<file path="src/rtl/sphere_scan_scheduler_if.sv">
// Signal bundle between the sphere scan scheduler and its environment:
// table load, ray request, result return and the detector handshake.
interface sphere_scan_scheduler_if #(
  parameter int NUM_SPHERES = 8,
  parameter int IDX_W       = $clog2(NUM_SPHERES)
);
  logic             TblWrEn;
  logic [IDX_W-1:0] TblWrAddr;
  logic [31:0]      TblWrX, TblWrY, TblWrZ, TblWrR;
  logic             TblClear;

  logic             RayValid, RayReady;
  logic [31:0]      RayStartX, RayStartY, RayStartZ, RayDirX, RayDirY, RayDirZ;

  logic             ResultValid, ResultReady, ResultHit, ResultTimeout;
  logic [IDX_W-1:0] ResultIndex;
  logic [31:0]      ResultDistance;

  logic [31:0]      DetSphereX, DetSphereY, DetSphereZ, DetSphereRadius;
  logic [31:0]      DetRayStartX, DetRayStartY, DetRayStartZ;
  logic [31:0]      DetRayDirX, DetRayDirY, DetRayDirZ;
  logic             DetInputValid, DetInputReady, DetOutputReady, DetIntersects;
  logic [31:0]      DetDistance;

  modport slave (
    input  TblWrEn, TblWrAddr, TblWrX, TblWrY, TblWrZ, TblWrR, TblClear,
    input  RayValid, RayStartX, RayStartY, RayStartZ, RayDirX, RayDirY, RayDirZ,
    output RayReady,
    output ResultValid, ResultHit, ResultIndex, ResultDistance, ResultTimeout,
    input  ResultReady,
    output DetSphereX, DetSphereY, DetSphereZ, DetSphereRadius,
    output DetRayStartX, DetRayStartY, DetRayStartZ, DetRayDirX, DetRayDirY, DetRayDirZ,
    output DetInputValid,
    input  DetInputReady, DetOutputReady, DetIntersects, DetDistance
  );

  modport master (
    output TblWrEn, TblWrAddr, TblWrX, TblWrY, TblWrZ, TblWrR, TblClear,
    output RayValid, RayStartX, RayStartY, RayStartZ, RayDirX, RayDirY, RayDirZ,
    input  RayReady,
    input  ResultValid, ResultHit, ResultIndex, ResultDistance, ResultTimeout,
    output ResultReady,
    input  DetSphereX, DetSphereY, DetSphereZ, DetSphereRadius,
    input  DetRayStartX, DetRayStartY, DetRayStartZ, DetRayDirX, DetRayDirY, DetRayDirZ,
    input  DetInputValid,
    output DetInputReady, DetOutputReady, DetIntersects, DetDistance
  );
endinterface

</file>
<file path="src/rtl/sphere_scan_scheduler.sv">
// Walks the sphere table for one ray, feeds each valid entry to the detector
// and reduces the returned distances to the nearest hit.
module sphere_scan_scheduler #(
  parameter int NUM_SPHERES = 8,
  parameter int IDX_W       = $clog2(NUM_SPHERES),
  parameter int TIMEOUT     = 64
) (
  input  logic                   CLK,
  input  logic                   areset,
  sphere_scan_scheduler_if.slave bus
);
  localparam int CNT_W = $clog2(TIMEOUT) + 1;

  typedef enum logic [2:0] {S_IDLE, S_SCAN, S_ISSUE, S_WAIT, S_DONE} state_t;
  typedef struct packed { logic [31:0] x, y, z, r; } sph_t;
  typedef struct packed { logic [31:0] sx, sy, sz, dx, dy, dz; } ray_t;

  state_t                  r_state, w_next;
  sph_t [NUM_SPHERES-1:0]  r_tbl;
  logic [NUM_SPHERES-1:0]  r_tbl_vld;
  ray_t                    r_ray, r_det_ray;
  sph_t                    r_det_sph;
  logic [IDX_W:0]          r_idx;
  logic [CNT_W-1:0]        r_cnt;
  logic                    r_best_hit, r_timeout;
  logic [IDX_W-1:0]        r_best_idx;
  logic [31:0]             r_best_dist;

  logic w_accept, w_load, w_skip, w_hs, w_strobe, w_to;
  logic w_ray_ready, w_res_valid, w_det_valid;
  logic w_cnt_last;
  logic [IDX_W-1:0] w_idx_lo;

  // Index is one bit wider than the table so the top bit flags end of scan.
  assign w_idx_lo   = r_idx[IDX_W-1:0];
  assign w_cnt_last = (r_cnt == CNT_W'(TIMEOUT - 1));

  always_ff @(posedge CLK or negedge areset) begin
    if (!areset) r_state <= S_IDLE;
    else         r_state <= w_next;
  end

  always_comb begin
    w_next      = r_state;
    w_accept    = 1'b0;
    w_load      = 1'b0;
    w_skip      = 1'b0;
    w_hs        = 1'b0;
    w_strobe    = 1'b0;
    w_to        = 1'b0;
    w_ray_ready = 1'b0;
    w_res_valid = 1'b0;
    w_det_valid = 1'b0;
    case (r_state)
      S_IDLE: begin
        w_ray_ready = 1'b1;
        if (bus.RayValid) begin
          w_accept = 1'b1;
          w_next   = S_SCAN;
        end
      end
      S_SCAN: begin
        if (r_idx[IDX_W])             w_next = S_DONE;
        else if (r_tbl_vld[w_idx_lo]) begin
          w_load = 1'b1;
          w_next = S_ISSUE;
        end else                      w_skip = 1'b1;
      end
      S_ISSUE: begin
        w_det_valid = 1'b1;
        if (bus.DetInputReady) begin
          w_hs   = 1'b1;
          w_next = S_WAIT;
        end else if (w_cnt_last) begin
          w_to   = 1'b1;
          w_next = S_DONE;
        end
      end
      S_WAIT: begin
        if (bus.DetOutputReady) begin
          w_strobe = 1'b1;
          w_next   = S_SCAN;
        end else if (w_cnt_last) begin
          w_to   = 1'b1;
          w_next = S_DONE;
        end
      end
      S_DONE: begin
        w_res_valid = 1'b1;
        if (bus.ResultReady) w_next = S_IDLE;
      end
      default: w_next = S_IDLE;
    endcase
  end

  // Table payload carries no reset; only the valid bits need clearing.
  always_ff @(posedge CLK) begin
    if (r_state == S_IDLE && bus.TblWrEn)
      r_tbl[bus.TblWrAddr] <= '{bus.TblWrX, bus.TblWrY, bus.TblWrZ, bus.TblWrR};
  end

  always_ff @(posedge CLK or negedge areset) begin
    if (!areset) begin
      r_tbl_vld   <= '0;
      r_ray       <= '0;
      r_det_ray   <= '0;
      r_det_sph   <= '0;
      r_idx       <= '0;
      r_cnt       <= '0;
      r_best_hit  <= 1'b0;
      r_best_idx  <= '0;
      r_best_dist <= '1;
      r_timeout   <= 1'b0;
    end else begin
      // Clear first so a same-cycle write leaves its entry valid.
      if (r_state == S_IDLE) begin
        if (bus.TblClear) r_tbl_vld <= '0;
        if (bus.TblWrEn)  r_tbl_vld[bus.TblWrAddr] <= 1'b1;
      end
      if (w_accept) begin
        r_ray       <= '{bus.RayStartX, bus.RayStartY, bus.RayStartZ,
                         bus.RayDirX, bus.RayDirY, bus.RayDirZ};
        r_idx       <= '0;
        r_best_hit  <= 1'b0;
        r_best_idx  <= '0;
        r_best_dist <= '1;
        r_timeout   <= 1'b0;
      end
      if (w_skip) r_idx <= r_idx + 1'b1;
      if (w_load) begin
        r_det_sph <= r_tbl[w_idx_lo];
        r_det_ray <= r_ray;
      end
      if (w_load || w_hs)                            r_cnt <= '0;
      else if (r_state == S_ISSUE || r_state == S_WAIT) r_cnt <= r_cnt + 1'b1;
      // Strict compare keeps the lower index on equal distances.
      if (w_strobe) begin
        if (bus.DetIntersects && (bus.DetDistance < r_best_dist)) begin
          r_best_hit  <= 1'b1;
          r_best_idx  <= w_idx_lo;
          r_best_dist <= bus.DetDistance;
        end
        r_idx <= r_idx + 1'b1;
      end
      if (w_to) r_timeout <= 1'b1;
    end
  end

  assign bus.RayReady        = w_ray_ready;
  assign bus.ResultValid     = w_res_valid;
  assign bus.ResultHit       = r_best_hit;
  assign bus.ResultIndex     = r_best_idx;
  assign bus.ResultDistance  = r_best_dist;
  assign bus.ResultTimeout   = r_timeout;
  assign bus.DetInputValid   = w_det_valid;
  assign bus.DetSphereX      = r_det_sph.x;
  assign bus.DetSphereY      = r_det_sph.y;
  assign bus.DetSphereZ      = r_det_sph.z;
  assign bus.DetSphereRadius = r_det_sph.r;
  assign bus.DetRayStartX    = r_det_ray.sx;
  assign bus.DetRayStartY    = r_det_ray.sy;
  assign bus.DetRayStartZ    = r_det_ray.sz;
  assign bus.DetRayDirX      = r_det_ray.dx;
  assign bus.DetRayDirY      = r_det_ray.dy;
  assign bus.DetRayDirZ      = r_det_ray.dz;
endmodule

</file>
<file path="src/flat_wrapper.sv">
// flat-port wrapper written by rule: the top's interface ports become plain ports
module sphere_scan_scheduler_flat 
#(
  parameter int NUM_SPHERES = 8,
  parameter int IDX_W       = $clog2(NUM_SPHERES),
  parameter int TIMEOUT     = 64
)
  (CLK, areset, bus_TblWrEn, bus_TblWrAddr, bus_TblWrX, bus_TblWrY, bus_TblWrZ, bus_TblWrR, bus_TblClear, bus_RayValid, bus_RayStartX, bus_RayStartY, bus_RayStartZ, bus_RayDirX, bus_RayDirY, bus_RayDirZ, bus_RayReady, bus_ResultValid, bus_ResultHit, bus_ResultIndex, bus_ResultDistance, bus_ResultTimeout, bus_ResultReady, bus_DetSphereX, bus_DetSphereY, bus_DetSphereZ, bus_DetSphereRadius, bus_DetRayStartX, bus_DetRayStartY, bus_DetRayStartZ, bus_DetRayDirX, bus_DetRayDirY, bus_DetRayDirZ, bus_DetInputValid, bus_DetInputReady, bus_DetOutputReady, bus_DetIntersects, bus_DetDistance);
  sphere_scan_scheduler_if #(.NUM_SPHERES(NUM_SPHERES), .IDX_W(IDX_W)) bus_i ();
  input  logic CLK;
  input  logic areset;
  input wire logic [$bits(bus_i.TblWrEn)-1:0] bus_TblWrEn;
  input wire logic [$bits(bus_i.TblWrAddr)-1:0] bus_TblWrAddr;
  input wire logic [$bits(bus_i.TblWrX)-1:0] bus_TblWrX;
  input wire logic [$bits(bus_i.TblWrY)-1:0] bus_TblWrY;
  input wire logic [$bits(bus_i.TblWrZ)-1:0] bus_TblWrZ;
  input wire logic [$bits(bus_i.TblWrR)-1:0] bus_TblWrR;
  input wire logic [$bits(bus_i.TblClear)-1:0] bus_TblClear;
  input wire logic [$bits(bus_i.RayValid)-1:0] bus_RayValid;
  input wire logic [$bits(bus_i.RayStartX)-1:0] bus_RayStartX;
  input wire logic [$bits(bus_i.RayStartY)-1:0] bus_RayStartY;
  input wire logic [$bits(bus_i.RayStartZ)-1:0] bus_RayStartZ;
  input wire logic [$bits(bus_i.RayDirX)-1:0] bus_RayDirX;
  input wire logic [$bits(bus_i.RayDirY)-1:0] bus_RayDirY;
  input wire logic [$bits(bus_i.RayDirZ)-1:0] bus_RayDirZ;
  output wire logic [$bits(bus_i.RayReady)-1:0] bus_RayReady;
  output wire logic [$bits(bus_i.ResultValid)-1:0] bus_ResultValid;
  output wire logic [$bits(bus_i.ResultHit)-1:0] bus_ResultHit;
  output wire logic [$bits(bus_i.ResultIndex)-1:0] bus_ResultIndex;
  output wire logic [$bits(bus_i.ResultDistance)-1:0] bus_ResultDistance;
  output wire logic [$bits(bus_i.ResultTimeout)-1:0] bus_ResultTimeout;
  input wire logic [$bits(bus_i.ResultReady)-1:0] bus_ResultReady;
  output wire logic [$bits(bus_i.DetSphereX)-1:0] bus_DetSphereX;
  output wire logic [$bits(bus_i.DetSphereY)-1:0] bus_DetSphereY;
  output wire logic [$bits(bus_i.DetSphereZ)-1:0] bus_DetSphereZ;
  output wire logic [$bits(bus_i.DetSphereRadius)-1:0] bus_DetSphereRadius;
  output wire logic [$bits(bus_i.DetRayStartX)-1:0] bus_DetRayStartX;
  output wire logic [$bits(bus_i.DetRayStartY)-1:0] bus_DetRayStartY;
  output wire logic [$bits(bus_i.DetRayStartZ)-1:0] bus_DetRayStartZ;
  output wire logic [$bits(bus_i.DetRayDirX)-1:0] bus_DetRayDirX;
  output wire logic [$bits(bus_i.DetRayDirY)-1:0] bus_DetRayDirY;
  output wire logic [$bits(bus_i.DetRayDirZ)-1:0] bus_DetRayDirZ;
  output wire logic [$bits(bus_i.DetInputValid)-1:0] bus_DetInputValid;
  input wire logic [$bits(bus_i.DetInputReady)-1:0] bus_DetInputReady;
  input wire logic [$bits(bus_i.DetOutputReady)-1:0] bus_DetOutputReady;
  input wire logic [$bits(bus_i.DetIntersects)-1:0] bus_DetIntersects;
  input wire logic [$bits(bus_i.DetDistance)-1:0] bus_DetDistance;
  assign bus_i.TblWrEn = bus_TblWrEn;
  assign bus_i.TblWrAddr = bus_TblWrAddr;
  assign bus_i.TblWrX = bus_TblWrX;
  assign bus_i.TblWrY = bus_TblWrY;
  assign bus_i.TblWrZ = bus_TblWrZ;
  assign bus_i.TblWrR = bus_TblWrR;
  assign bus_i.TblClear = bus_TblClear;
  assign bus_i.RayValid = bus_RayValid;
  assign bus_i.RayStartX = bus_RayStartX;
  assign bus_i.RayStartY = bus_RayStartY;
  assign bus_i.RayStartZ = bus_RayStartZ;
  assign bus_i.RayDirX = bus_RayDirX;
  assign bus_i.RayDirY = bus_RayDirY;
  assign bus_i.RayDirZ = bus_RayDirZ;
  assign bus_RayReady = bus_i.RayReady;
  assign bus_ResultValid = bus_i.ResultValid;
  assign bus_ResultHit = bus_i.ResultHit;
  assign bus_ResultIndex = bus_i.ResultIndex;
  assign bus_ResultDistance = bus_i.ResultDistance;
  assign bus_ResultTimeout = bus_i.ResultTimeout;
  assign bus_i.ResultReady = bus_ResultReady;
  assign bus_DetSphereX = bus_i.DetSphereX;
  assign bus_DetSphereY = bus_i.DetSphereY;
  assign bus_DetSphereZ = bus_i.DetSphereZ;
  assign bus_DetSphereRadius = bus_i.DetSphereRadius;
  assign bus_DetRayStartX = bus_i.DetRayStartX;
  assign bus_DetRayStartY = bus_i.DetRayStartY;
  assign bus_DetRayStartZ = bus_i.DetRayStartZ;
  assign bus_DetRayDirX = bus_i.DetRayDirX;
  assign bus_DetRayDirY = bus_i.DetRayDirY;
  assign bus_DetRayDirZ = bus_i.DetRayDirZ;
  assign bus_DetInputValid = bus_i.DetInputValid;
  assign bus_i.DetInputReady = bus_DetInputReady;
  assign bus_i.DetOutputReady = bus_DetOutputReady;
  assign bus_i.DetIntersects = bus_DetIntersects;
  assign bus_i.DetDistance = bus_DetDistance;
  sphere_scan_scheduler #(.NUM_SPHERES(NUM_SPHERES), .IDX_W(IDX_W), .TIMEOUT(TIMEOUT)) u_core (.CLK(CLK), .areset(areset), .bus(bus_i));
endmodule
</file>
<file path="config.mk">
export PLATFORM = sky130hd
export DESIGN_NAME = sphere_scan_scheduler_flat
export DESIGN_NICKNAME = d
export VERILOG_FILES = /design/src/rtl/sphere_scan_scheduler_if.sv /design/src/rtl/sphere_scan_scheduler.sv /design/src/flat_wrapper.sv
export SDC_FILE = /design/constraint.sdc
export NUM_CORES = 2
export LEC_CHECK = 0
export ABC_AREA = 0
export CELL_PAD_IN_SITES_DETAIL_PLACEMENT = 0
export CELL_PAD_IN_SITES_GLOBAL_PLACEMENT = 2
export CORE_MARGIN = 1.5
export CORE_UTILIZATION = 41
export DETAILED_ROUTE_END_ITERATION = 8
export GPL_TIMING_DRIVEN = 1
export MAX_ROUTING_LAYER = met4
export PLACE_DENSITY = 0.78
export SYNTH_ARGS = -nofsm -noshare
export SYNTH_HDL_FRONTEND = slang
export SYNTH_SLANG_ARGS = --single-unit
</file>
<file path="constraint.sdc">
create_clock -name CLK -period 15.2 [get_ports CLK]
set_input_delay 3.04 -clock CLK [delete_from_list [all_inputs] [get_ports CLK]]
set_output_delay 3.04 -clock CLK [all_outputs]
set_load 0.02 [all_outputs]
</file>
### Word-level counts from Yosys, hierarchy flattened

Cells that the tools add are included.

| storage, ports and cells | value |
|---|---|
| logic and storage cells | 136 |
| bits of input ports | 364 |
| output and inout port bits | 360 |
| register bits | 1,595 |

| cells by class | value |
|---|---|
| eq/ne operators | 8 |
| order comparisons | 4 |
| add/sub/neg operators | 2 |
| muxes and demuxes | 55 |
| bitwise logic cells | 1 |
| reduce and logical (&&, ||, !) cells | 10 |

Operators with widths:

| operator | count |
|---|---|
| 1024-bit bitwise mux | 1 |
| 128-bit binary-select mux with 3-bit select | 1 |
| 128-bit demux with 3-bit select | 1 |
| 128-bit two-way mux | 2 |
| 32-bit two-way mux | 3 |
| 32-bit < comparator | 1 |
| 3-bit two-way mux | 10 |
| 1-bit two-way mux | 25 |
| 8-bit two-way mux | 3 |
| 3-bit one-hot mux with 5 select lines | 1 |
| 7-bit two-way mux | 2 |
| 4-bit two-way mux | 3 |
| 3-bit by 4-bit < comparator with 1-bit output, second input constant | 2 |
| 8-bit OR | 1 |
| 7-bit by 1-bit adder with 7-bit output, second input constant | 1 |
| 7-bit by 6-bit == test with 1-bit output, second input constant | 1 |
| 3-bit by 2-bit == test with 1-bit output, second input constant | 2 |
| 4-bit by 1-bit adder with 4-bit output, second input constant | 1 |
| 2-bit inequality test, second input constant | 2 |
| 2-bit nonzero test | 2 |
| 1-bit binary-select mux with 3-bit select | 1 |
| 1-bit demux with 3-bit select | 1 |
| 3-bit by 1-bit == test with 1-bit output, second input constant | 1 |
| 3-bit == test, second input constant | 1 |
| other kinds (8) | 11 |

### Longest topological paths before layout

| depth | value |
|---|---|
| word-level depth | 7 |
| mapped depth | 9 |
| depth with buffers taken out | 8 |

### Worst setup path after synthesis

OpenSTA, ideal clock, no wires.

| path | value |
|---|---|
| path type | in2reg |
| from | input bus_TblWrAddr[0] |
| to | register u_core.r_tbl[0] (netlist name), enable pin |
| setup time | 0.776 ns |
| stages | 2 |
| path slack | 2.439 ns |
| data arrival time | 11.985 ns |
| cell sequence | nand3b_1 -> nor3_1 |

RTL lines:

| element | RTL line | RTL |
|---|---|---|
| from (decl) | flat_wrapper.sv:13 | `input wire logic [$bits(bus_i.TblWrAddr)-1:0] bus_TblWrAddr;` |
| to (signal, indexed assignment) | sphere_scan_scheduler.sv:99 | `r_tbl[bus.TblWrAddr] <= '{bus.TblWrX, bus.TblWrY, bus.TblWrZ, bus.TblWrR};` |
| to (decl) | sphere_scan_scheduler.sv:19 | `sph_t [NUM_SPHERES-1:0] r_tbl;` |

### Worst setup path in the final report

| path | value |
|---|---|
| from | register u_core.r_state[1] |
| to | output bus_RayReady |

| on the way | value |
|---|---|
| longest elaborated chain between the ends | 2 |

Ends and longest elaborated chain:

| element | RTL line | RTL |
|---|---|---|
| from (decl) | sphere_scan_scheduler.sv:18 | `state_t r_state, w_next;` |
| from (signal assigned) | sphere_scan_scheduler.sv:40 | `else r_state <= w_next;` |
| 3-bit zero test | sphere_scan_scheduler.sv:54 | `case (r_state)` |
| 1-bit two-way mux | sphere_scan_scheduler.sv:54 |  |
| to (decl) | flat_wrapper.sv:26 | `output wire logic [$bits(bus_i.RayReady)-1:0] bus_RayReady;` |

No other way between the ends.

==> flow_summary_export.csv <==
group,metric,value,unit
logic_synthesis,synth-seq-cells,1595,
clocking,clk-insertion-delay-late,0.80,ns
detailed_routing,top_layer,"met4",
sta,timing.max_slew.rel_slack,18.2,%
hold_path,min-delay-path-class,"reg2reg",
clocking,cts_root_buf,"sky130_fd_sc_hd__clkbuf_16",
global_routing,global_route.usage.total,20.0,%
clocking,cts.hold.buffers_added,0,
detailed_routing,met3RoutedLength,11000,um
detailed_routing,met2_length,72100,um
sta,finalHoldWorstSlack,0.468,ns
detailed_routing,drt.antenna.violating_nets,0,
sta,worstMarginPinSlew,1.23,ns
run,max_cap_viol_count,0,
logic_synthesis,syn_area,60700,um^2
detailed_routing,num_vias,31900,
clocking,clockBufferDepth,3,
worst_setup_path,critPathRequiredTime,12.16,ns
sta,final_max_slew_viol_count,0,
floorplanning,dieHeight,388,um
cells_and_area,num-nets-final,4616,
global_routing,number_of_antenna_violations_at_the_first_check_in_global_routing,41,
logic_synthesis,synth.lib_cells_used.distinct,50,
logic_synthesis,synth_top_area_share,50.6,%
detailed_routing,initial_detailed_routing_violation_count,1755,
floorplanning,die_w,388,um
floorplanning,std_cell_rows,141,
clocking,cts_max_level,4,
logic_synthesis,count_of_flip_flops_with_a_built_in_enable_after_synthesis,1024,
floorplanning,core_area,147000,um^2
detailed_routing,met1Wirelength,60700,um
cells_and_area,postLayoutCoreUtil,51.3,%
worst_setup_path,worst_setup_path_end_kind,"output pin",
sta,max_freq,172,MHz
worst_setup_path,critical_path.max_fanout,8,
place,i_o_buffers,723,
place,dp_hpwl,89700,um
clocking,post_cts.resized_instances,0,
worst_setup_path,reg2regPathDepth,8,
detailed_routing,routed_wire_length_per_instance,23.2,um
pwr,power_density,189,nW/um^2
sta,skew,0.0654,ns
worst_setup_path,setup.worst_path.class,"reg2out",
logic_synthesis,syn-mean-instance-area,17.6,um^2
hold_path,min_delay_path_depth,2,
worst_setup_path,crit_arrival,2.77,ns
outcome,outcome,"finished, final reports clean",
logic_synthesis,yosysWarningCount,0,
cells_and_area,area_growth,24.5,%
clocking,clock_tree_from_tritoncts,"yes",
detailed_routing,drt_pass1_iterations,5,
logic_synthesis,post_synth_main_area_contributors,"sky130_fd_sc_hd__edfxtp_1 (51%), sky130_fd_sc_hd__dfrtp_1 (22%), sky130_fd_sc_hd__mux4_2 (9.6%)",
sta,final_critical_path_setup_slack,9.39,ns
detailed_routing,remaining_drc_errors,0,
sta,min_period_over_period,38.2,%
sta,setup-tns-final,0,ns
global_routing,globalRoute.totalOverflow,0,
place,dpl-instance-area,70100,um^2
pwr,design_power_total,14.3,mW
place,post-place-ws,8.75,ns
logic_synthesis,most_used_dff_post_synth,"sky130_fd_sc_hd__edfxtp_1",
logic_synthesis,yosysMostFrequentCell,"sky130_fd_sc_hd__edfxtp_1",
cells_and_area,final-instance-count-excl-fill,6318,
sta,report.final.setup_viol,0,
clocking,clk_transition_reported_paths,0.06,ns
floorplanning,die-area,150000,um^2
logic_synthesis,number_of_instances_in_the_synthesized_netlist,3457,
clocking,cts.sink_count,1595,
logic_synthesis,synth_fp_nets,3854,
pwr,power.ir.vdd_worst,0.000108,V
pwr,cellLeakagePower,28.2,nW
worst_setup_path,startpoint_type,"flip-flop",
cells_and_area,filler_cell_count,12200,
global_routing,first_global_vias,33000,
floorplanning,starting_density_of_the_core,41.2,%
place,numPlacedInstances,5981,
detailed_routing,post_drt_via_cell_ratio,5.04,
global_routing,grt_pass1_wl,219000,um
floorplanning,boundaryPins,724,
sta,rsz0062_at_grt,"no",
logic_synthesis,synth-async-reset-ratio,35.8,%
sta,finalWorstPathRequiredPeriod,5.81,ns
cells_and_area,drive_above_1_share,18.0,%
logic_synthesis,ys_top_cells_by_count,"sky130_fd_sc_hd__edfxtp_1 (1,024), sky130_fd_sc_hd__nand2_1 (634), sky130_fd_sc_hd__dfrtp_1 (539)",
logic_synthesis,synth-seq-area-share,74.2,%
place,gp_congestion,0.778,
detailed_routing,drt_wl_total,146000,um
clocking,postCtsSetupRepairBufs,0,
clocking,cts_inserted_buffers,166,
cells_and_area,final_design_area_no_fill,75600,um^2
logic_synthesis,yosys.area.top_type,"sky130_fd_sc_hd__edfxtp_1",
sta,hold_violations,0,
global_routing,pin_count_of_the_biggest_net_entering_global_routing,148,
## critical path, cell delays in order, from the launching register on
cell and delay, ns:
sky130_fd_sc_hd__dfrtp_1 0.47, sky130_fd_sc_hd__nor3_1 0.74, sky130_fd_sc_hd__clkdlybuf4s50_1 0.79
## cell type report
class / instances / area (um^2) / share of cell area (%)
clock buffer: 239 / 4740 / 6.27
multi-input combinational: 1652 / 14700 / 19.5
antenna: 33 / 82.6 / 0.109
tap: 1930 / 2410 / 3.19
inverter: 36 / 135 / 0.179
sequential: 1595 / 45100 / 59.6
clock inverter: 65 / 738 / 0.976
timing repair buffer: 768 / 7680 / 10.2
## metal layers
layer  GRT usage [%]  up-vias
met1            25.1    16400
met5               -        -
met2            31.6      838
met3            5.97      187
li1                -    14400
met4            5.48        0
## worst paths after layout
path,from,to,slack [ns]
max in group asynchronous,areset,u_core.bus.DetSphereRadius[21]$_DFFE_PN0P_,10.68
worst min-delay path,u_core.r_ray[56]$_DFFE_PN0P_,u_core.r_ray[56]$_DFFE_PN0P_,0.47
worst max register to register,u_core.r_idx[1]$_DFFE_PN0P_,u_core.bus.DetRayStartX[11]$_DFFE_PN0P_,10.40
worst max-delay path,u_core.r_state[1]$_DFFE_PN0P_,bus_RayReady,9.39
min in group asynchronous,areset,u_core.bus.DetRayDirX[4]$_DFFE_PN0P_,2.38
worst min register to register,u_core.r_ray[56]$_DFFE_PN0P_,u_core.r_ray[56]$_DFFE_PN0P_,0.47
## state kept, by name (all words and copies together), names as in the netlist, 3 cells and up
name / flops
u_core.r_cnt: 7
u_core.bus.DetRayDirX: 32
u_core.bus.ResultDistance: 32
u_core.bus.ResultIndex: 3
u_core.r_tbl_vld: 8
u_core.r_idx: 4
u_core.r_ray: 192
u_core.bus.DetSphereZ: 32
u_core.bus.DetSphereRadius: 32
u_core.bus.DetRayDirZ: 32
u_core.bus.DetRayStartZ: 32
u_core.bus.DetRayDirY: 32
u_core.bus.DetRayStartX: 32
u_core.r_state: 3
u_core.bus.DetSphereX: 32
u_core.r_tbl: 1024
u_core.bus.DetRayStartY: 32
u_core.bus.DetSphereY: 32
## where the power goes
group | internal (mW) | total, mW | switching (mW)
Clock | 2.32 | 4.01 | 1.69
Sequential | 5.44 | 5.90 | 0.459
Combinational | 2.12 | 4.38 | 2.26
Total | 9.88 | 14.3 | 4.41
## layout by cell type (no fill, tap or decap), types with 4 or more instances in the layout
master                            Yosys  layout
sky130_fd_sc_hd__edfxtp_1          1024    1024
sky130_fd_sc_hd__clkdlybuf4s50_1      0     722
sky130_fd_sc_hd__nand2_1            634     633
sky130_fd_sc_hd__dfrtp_1            539     536
sky130_fd_sc_hd__mux4_2             258     258
sky130_fd_sc_hd__clkbuf_16            0     168
sky130_fd_sc_hd__nor2_1             152     146
sky130_fd_sc_hd__a21oi_1            143     143
sky130_fd_sc_hd__mux2i_1            133     133
sky130_fd_sc_hd__mux2_4             100     100
sky130_fd_sc_hd__mux2_2              83      83
sky130_fd_sc_hd__clkbuf_1            81      44
sky130_fd_sc_hd__mux2_1              41      41
sky130_fd_sc_hd__buf_4                3      37
sky130_fd_sc_hd__inv_1               36      36
sky130_fd_sc_hd__diode_2              0      33
sky130_fd_sc_hd__ha_1                33      33
sky130_fd_sc_hd__dfstp_2             32      32
sky130_fd_sc_hd__clkbuf_8             0      27
sky130_fd_sc_hd__clkinv_2             0      24
sky130_fd_sc_hd__clkinv_1             0      17
sky130_fd_sc_hd__o21ai_0             12      12
sky130_fd_sc_hd__a21o_1               9       9
sky130_fd_sc_hd__clkinv_16            0       8
sky130_fd_sc_hd__bufinv_16            0       8
sky130_fd_sc_hd__buf_12               0       8
sky130_fd_sc_hd__nor2_4               0       6
sky130_fd_sc_hd__nand4_1              6       6
sky130_fd_sc_hd__nand2b_1             4       4
sky130_fd_sc_hd__o211ai_1             4       4
sky130_fd_sc_hd__inv_6                0       4
## cells by family (layout without fill, tap and decap cells)
| group | after synthesis | in the layout | synth area share, % |
|---|---|---|---|
| other | 0 | 33 | 0 |
| AND/OR/NAND/NOR | 817 | 817 | 5.20 |
| multiplexers | 616 | 616 | 16.6 |
| XOR/XNOR | 5 | 5 | 0.0721 |
| buffers and inverters | 210 | 1108 | 1.64 |
| adder cells (fa/ha/maj) | 33 | 33 | 0.680 |
| flip-flops | 1595 | 1595 | 74.2 |
| AO/OA/AOI/OAI | 181 | 181 | 1.64 |
No activity file was read; power rests on OpenSTA's default activity.
